**src/rtl/lock_pkg.sv**
```systemverilog
// Shared definitions for the keypad lock controller.
// Holds the controller state encoding, the per-digit width and a helper
// that sizes the packed code vector from the number of digits.
package lock_pkg;

    // Each keypad digit selects one of four buttons, so two bits per digit.
    localparam int DIGIT_W = 2;

    typedef enum logic [2:0] {
        ST_IDLE,
        ST_ENTRY,
        ST_OPEN,
        ST_PROGRAM,
        ST_LOCKOUT
    } lock_state_t;

    // Width of a packed code holding code_len digits.
    function automatic int code_w(input int code_len);
        return code_len * DIGIT_W;
    endfunction

endpackage

```
**src/rtl/lock_edge_pulse.sv**
```systemverilog
// Level-to-pulse converter for one keypad or program-request line.
// The pulse is high for exactly one cycle, in the cycle after the level is
// first sampled high following a sampled low. A held level gives no further
// pulses; one sampled low re-arms the detector.
// Ports:
//   clk   - clock, rising edge
//   rst   - asynchronous active-high reset (detector returns to "low seen")
//   level - raw debounced level
//   pulse - one-cycle press pulse
module lock_edge_pulse (
    input  logic clk,
    input  logic rst,
    input  logic level,
    output logic pulse
);

    typedef enum logic [1:0] {
        EP_ARMED,
        EP_FIRE,
        EP_HELD
    } ep_state_t;

    ep_state_t state;
    ep_state_t state_n;

    // State register; reset leaves the detector armed as if a low was seen.
    always_ff @(posedge clk or posedge rst) begin
        if (rst) begin
            state <= EP_ARMED;
        end else begin
            state <= state_n;
        end
    end

    // FIRE lasts one cycle; a low sampled while firing re-arms directly so a
    // quick tap-release-tap still yields two pulses.
    always_comb begin
        state_n = state;
        case (state)
            EP_ARMED: if (level) state_n = EP_FIRE;
            EP_FIRE:  state_n = level ? EP_HELD : EP_ARMED;
            EP_HELD:  if (!level) state_n = EP_ARMED;
            default:  state_n = EP_ARMED;
        endcase
    end

    assign pulse = (state == EP_FIRE);

endmodule

```
**src/rtl/lock_sequencer.sv**
```systemverilog
// Digital-lock controller: turns keypad levels into press pulses, collects a
// CODE_LEN-digit entry, compares it with the stored code and opens the door
// on a match. Counts consecutive failures and enforces a lockout window, and
// allows reprogramming the code while open.
// Ports:
//   clk         - clock, all state on rising edge
//   rst         - asynchronous active-high reset
//   btn[3:0]    - button levels, btn[k] high = digit k held
//   set_code    - program-request level (edge detected)
//   unlocked    - high while open
//   error       - one-cycle pulse on a failed or aborted attempt
//   locked_out  - high during the lockout window
//   programming - high while a new code is being entered
//   digit_cnt   - digits accepted in the current entry/programming pass
module lock_sequencer
    import lock_pkg::*;
#(
    parameter int                          CODE_LEN     = 4,
    parameter logic [code_w(CODE_LEN)-1:0] DEFAULT_CODE = 8'hE4,
    parameter int                          MAX_FAIL     = 3,
    parameter int                          LOCKOUT_CYC  = 16,
    parameter int                          OPEN_CYC     = 8,
    parameter int                          ENTRY_TO     = 32
) (
    input  logic       clk,
    input  logic       rst,
    input  logic [3:0] btn,
    input  logic       set_code,
    output logic       unlocked,
    output logic       error,
    output logic       locked_out,
    output logic       programming,
    output logic [2:0] digit_cnt
);

    localparam int CW      = code_w(CODE_LEN);
    localparam int TMR_MAX = (OPEN_CYC > LOCKOUT_CYC)
                           ? ((OPEN_CYC > ENTRY_TO) ? OPEN_CYC : ENTRY_TO)
                           : ((LOCKOUT_CYC > ENTRY_TO) ? LOCKOUT_CYC : ENTRY_TO);
    localparam int TMR_W   = (TMR_MAX > 1) ? $clog2(TMR_MAX) : 1;
    localparam int FAIL_W  = $clog2(MAX_FAIL + 1);

    localparam logic [2:0]        LAST_DIGIT = 3'(CODE_LEN - 1);
    localparam logic [TMR_W-1:0]  OPEN_LAST  = TMR_W'(OPEN_CYC - 1);
    localparam logic [TMR_W-1:0]  LOCK_LAST  = TMR_W'(LOCKOUT_CYC - 1);
    localparam logic [TMR_W-1:0]  ENTRY_LAST = TMR_W'(ENTRY_TO - 1);
    localparam logic [FAIL_W-1:0] FAIL_LIMIT = FAIL_W'(MAX_FAIL);

    lock_state_t       state, state_n;
    logic [CW-1:0]     code, code_n;
    logic [CW-1:0]     shadow, shadow_n;
    logic [2:0]        cnt_n;
    logic [FAIL_W-1:0] fail_cnt, fail_n, fail_inc;
    logic [TMR_W-1:0]  timer, timer_n;
    logic              mismatch, mismatch_n;
    logic              error_n;

    logic [3:0] btn_p;
    logic       set_p;
    logic       btn_any, btn_onehot, press, multi;
    logic [1:0] digit;
    logic       digit_ok;

    for (genvar k = 0; k < 4; k++) begin : g_btn
        lock_edge_pulse u_btn_ep (
            .clk   (clk),
            .rst   (rst),
            .level (btn[k]),
            .pulse (btn_p[k])
        );
    end

    lock_edge_pulse u_set_ep (
        .clk   (clk),
        .rst   (rst),
        .level (set_code),
        .pulse (set_p)
    );

    // A set_code pulse masks any button pulse arriving in the same cycle.
    assign btn_any    = |btn_p;
    assign btn_onehot = btn_any && ((btn_p & (btn_p - 4'd1)) == 4'd0);
    assign press      = btn_onehot && !set_p;
    assign multi      = btn_any && !btn_onehot && !set_p;
    assign fail_inc   = fail_cnt + 1'b1;

    always_comb begin
        digit = 2'd0;
        case (btn_p)
            4'b0010: digit = 2'd1;
            4'b0100: digit = 2'd2;
            4'b1000: digit = 2'd3;
            default: digit = 2'd0;
        endcase
    end

    // digit_cnt is 0 in IDLE, so the same compare serves the first digit.
    assign digit_ok = (digit == code[int'(digit_cnt)*DIGIT_W +: DIGIT_W]);

    // All controller state, including the registered error pulse.
    always_ff @(posedge clk or posedge rst) begin
        if (rst) begin
            state     <= ST_IDLE;
            code      <= DEFAULT_CODE;
            shadow    <= DEFAULT_CODE;
            digit_cnt <= 3'd0;
            fail_cnt  <= '0;
            timer     <= '0;
            mismatch  <= 1'b0;
            error     <= 1'b0;
        end else begin
            state     <= state_n;
            code      <= code_n;
            shadow    <= shadow_n;
            digit_cnt <= cnt_n;
            fail_cnt  <= fail_n;
            timer     <= timer_n;
            mismatch  <= mismatch_n;
            error     <= error_n;
        end
    end

    // Next-state logic. One shared timer serves the open window, the lockout
    // window and the inter-digit idle limit; it is cleared on every state
    // change and on every accepted press, so it never wraps.
    always_comb begin
        state_n    = state;
        code_n     = code;
        shadow_n   = shadow;
        cnt_n      = digit_cnt;
        fail_n     = fail_cnt;
        timer_n    = timer;
        mismatch_n = mismatch;
        error_n    = 1'b0;

        case (state)
            ST_IDLE: begin
                if (press || multi) begin
                    mismatch_n = multi || !digit_ok;
                    cnt_n      = 3'd1;
                    timer_n    = '0;
                    state_n    = ST_ENTRY;
                end
            end

            ST_ENTRY: begin
                if (press || multi) begin
                    timer_n = '0;
                    if (digit_cnt == LAST_DIGIT) begin
                        cnt_n = 3'd0;
                        if (!(mismatch || multi || !digit_ok)) begin
                            fail_n  = '0;
                            state_n = ST_OPEN;
                        end else begin
                            error_n = 1'b1;
                            fail_n  = fail_inc;
                            state_n = (fail_inc == FAIL_LIMIT) ? ST_LOCKOUT : ST_IDLE;
                        end
                    end else begin
                        mismatch_n = mismatch || multi || !digit_ok;
                        cnt_n      = digit_cnt + 3'd1;
                    end
                end else if (timer == ENTRY_LAST) begin
                    cnt_n   = 3'd0;
                    timer_n = '0;
                    state_n = ST_IDLE;
                end else begin
                    timer_n = timer + 1'b1;
                end
            end

            ST_OPEN: begin
                if (set_p) begin
                    cnt_n    = 3'd0;
                    timer_n  = '0;
                    shadow_n = code;
                    state_n  = ST_PROGRAM;
                end else if (timer == OPEN_LAST) begin
                    timer_n = '0;
                    state_n = ST_IDLE;
                end else begin
                    timer_n = timer + 1'b1;
                end
            end

            ST_PROGRAM: begin
                if (multi || (!press && timer == ENTRY_LAST)) begin
                    error_n = 1'b1;
                    cnt_n   = 3'd0;
                    timer_n = '0;
                    state_n = ST_IDLE;
                end else if (press) begin
                    shadow_n[int'(digit_cnt)*DIGIT_W +: DIGIT_W] = digit;
                    timer_n = '0;
                    if (digit_cnt == LAST_DIGIT) begin
                        code_n  = shadow_n;
                        cnt_n   = 3'd0;
                        state_n = ST_IDLE;
                    end else begin
                        cnt_n = digit_cnt + 3'd1;
                    end
                end else begin
                    timer_n = timer + 1'b1;
                end
            end

            ST_LOCKOUT: begin
                if (timer == LOCK_LAST) begin
                    fail_n  = '0;
                    timer_n = '0;
                    state_n = ST_IDLE;
                end else begin
                    timer_n = timer + 1'b1;
                end
            end

            default: begin
                cnt_n   = 3'd0;
                timer_n = '0;
                state_n = ST_IDLE;
            end
        endcase
    end

    assign unlocked    = (state == ST_OPEN);
    assign locked_out  = (state == ST_LOCKOUT);
    assign programming = (state == ST_PROGRAM);

endmodule
```
**config.mk**
```make
export PLATFORM = sky130hd
export DESIGN_NAME = lock_sequencer
export DESIGN_NICKNAME = d
export VERILOG_FILES = /design/src/rtl/lock_pkg.sv /design/src/rtl/lock_edge_pulse.sv /design/src/rtl/lock_sequencer.sv
export SDC_FILE = /design/constraint.sdc
export NUM_CORES = 1
export LEC_CHECK = 0
export ABC_AREA = 1
export CORE_MARGIN = 4
export CORE_UTILIZATION = 54
export CTS_CLUSTER_SIZE = 40
export DETAILED_ROUTE_END_ITERATION = 10
export HOLD_SLACK_MARGIN = 0.02
export PLACE_DENSITY = 0.73
export SYNTH_ARGS = -nofsm -noshare
export SYNTH_HDL_FRONTEND = slang
export SYNTH_SLANG_ARGS = --single-unit
```
**constraint.sdc**
```tcl
create_clock -name clk -period 2.94 [get_ports clk]
set_clock_uncertainty 0.05 [all_clocks]
set_input_delay 0.294 -clock clk [delete_from_list [all_inputs] [get_ports clk]]
set_output_delay 0.294 -clock clk [all_outputs]
set_load 0.05 [all_outputs]
```
==> run summary <==
CP Launch Type: flop
Commonest non-fill, non-tap cell in the layout: nand2_1
RR Startpoint: digit_cnt[0]
Total Routing Usage GR: 20.65%
Layout cells sized above 1: 13.11%
Horiz. Die Dim: 77.96 µm
Hold slack: 374.9 ps
Port Buffer Count: 13
Slew Limit Headroom: 52.19%
Final Instance Area: 2988 µm²
Post-synthesis sequential area ratio: 39.20%
Syn Inst Count: 369
Syn_nets: 387
Pwr dens: 883.6 nW/µm²
Most frequent cells in the layout: nand2_1, inv_1, dfrtp_1
Num ports: 14
Number of global-route vias before repair: 2240
Leak: 1.526 nW
CTS tree: done
IR drop worst, VDD: 0.0005009 V
Final wirelength: 5.657 mm
Crit Path Max Fanout: 13
Clk Latency, worst-skew pair: 300 ps
Antenna violation net count after detailed routing: 0
First-pass GRT wire length: 10.04 mm
Yosys warns: 0
Largest net degree at the start of global routing: 42
Clk buf depth: 2
Util after Layout: 63.26%
Final std cells w/o fill: 456
Initial antenna violation count: 0
Starting Density: 55.95%
Rows: 25
Slew Limit Fails: 0
Status: finished, final reports clean
Max-Cap Viols: 0
GRT overflow: 0
Post-CTS Setup Inserts: 0
Net total in the final layout: 406
Die Ht: 77.96 µm
DPL Wire Length: 4.267 mm
Routed WL per cell: 12.41 µm
Clk root buf: clkbuf_8
Data required time of the worst path: 3120 ps
Setup TNS: 0 ps
TritonCTS buffer count: 5
Period utilisation layout: 80.89%
Hold Crit Class: in -> async
Max Clk Rate: 420.5 MHz
Routed vias/inst: 5.127
Crit path kind: reg -> reg
Core Area: 4723 µm²
CTS Hold Bufs: 0
DRT iter0 DRCs: 157
Final Critical Period: 2378 ps
GPL Wtd Cong: 0.8918
Post-CTS sizing: 0
Clk slew on worst S/H paths: 80 ps
Worst-margin pin slew: 714.8 ps
Reg2reg end: shadow[4]
Worst Reg2Reg Path Length in Cells: 9
Vias post-DR: 2338
Sink Count: 41
Worst reg2reg setup slack: 560 ps
Crit path DAT: 2550 ps
TritonRoute pass-1 iters: 5
Slack of the critical path: 562.0 ps
Ant. Diodes: 0
#FFs+latches synth: 41
Endpoints failing hold: 0
Place WS: 599.3 ps
Htree depth: 2
Synth Area per Inst: 7.161 µm²
# setup viols final: 0
Die Footprint: 6077 µm²
Unrepaired setup endpoints after global routing: false
Power, Total: 2.640 mW
Fill cells: 432
Area delta synth->final: 13.07%
Post-Place Cell Area: 2854 µm²
Yosys cell types: 32
DRC viols: 0
Crit. End Element: flop
Placed cells: 448
Syn Std Cell Area: 2643 µm²
[cells in the mapped netlist (all sizes together)]
| cell type | count | area share [%] |
|---|---|---|
| o22ai | 1 | 0.24 |
| ha | 11 | 5.2 |
| clkbuf | 1 | 0.14 |
| a21oi | 21 | 4.0 |
| inv | 64 | 9.2 |
| nor2 | 32 | 4.9 |
| o211ai | 1 | 0.28 |
| o31ai | 3 | 0.85 |
| and2 | 1 | 0.24 |
| nor3 | 12 | 2.9 |
| nand2 | 118 | 19 |
| dfrtp | 33 | 31 |
| xor2 | 1 | 0.33 |
| o21ai | 25 | 5.0 |
| nand4 | 4 | 1.2 |
| dfstp | 8 | 8.0 |
| nand3 | 27 | 5.6 |
| o32ai | 2 | 0.66 |
| buf | 3 | 0.80 |
| xnor2 | 1 | 0.33 |
[per-layer routing]
metal,up-vias,GRT usage (%),wire [µm]
met5,-,0,0
met4,0,8.042,100
met3,11,4.176,254
met2,48,34.16,2691
met1,1077,26.52,2611
li1,1202,-,-
[area by class of cell]
class	instances	area [µm²]	area share (%)
Multi-Input combinational cell	260	1339	44.81
Sequential cell	41	1036	34.67
Inverter	64	242.7	8.124
Timing Repair Buffer	16	152.6	5.109
Tap cell	67	83.83	2.806
Clock buffer	5	68.82	2.303
Clock inverter	3	65.06	2.178
[power breakdown]
part	switching [mW]	internal, mW
Combinational	0.832	0.407
Sequential	0.133	0.728
Clock	0.203	0.337
[critical path, stage by stage (launching register included)]
cell	delay [ps]
dfrtp_1	590
inv_1	230
ha_1	250
ha_1	360
nand2_1	110
inv_1	70
nand3_1	80
o31ai_1	320
nand2_1	90
a21oi_1	150
[registers in the layout, summed over array words and instances (netlist names)]
name / cells
g_btn.u_btn_ep.state: 8
digit_cnt: 3
code: 8
fail_cnt: 2
timer: 5
u_set_ep.state: 2
mismatch: 1
error: 1
shadow: 8
state: 3
[worst max path at each step]
stage	startpoint	endpoint	slack [ps]	depth (start not counted)
after floorplan	digit_cnt[0]	shadow[5]	510	10
after global placement	digit_cnt[0]	shadow[5]	700	9
after detailed placement	digit_cnt[0]	shadow[4]	600	9
after CTS	digit_cnt[0]	shadow[4]	580	9
after global routing	digit_cnt[0]	shadow[4]	330	9
final	digit_cnt[0]	shadow[4]	560	9
[logic make-up (layout without fill, tap and decap cells)]
| logic type | after synthesis | count (layout) | share of synthesized area, % |
|---|---|---|---|
| buffers and inverters | 68 | 88 | 10.13 |
| AOI/OAI and AO/OA | 53 | 53 | 11.03 |
| xor gates and xnor gates | 2 | 2 | 0.6630 |
| and+or+nand+nor | 194 | 194 | 33.76 |
| DFF | 41 | 41 | 39.20 |
| adders and majority gates | 11 | 11 | 5.208 |
No activity file was read; power rests on OpenSTA's default activity.
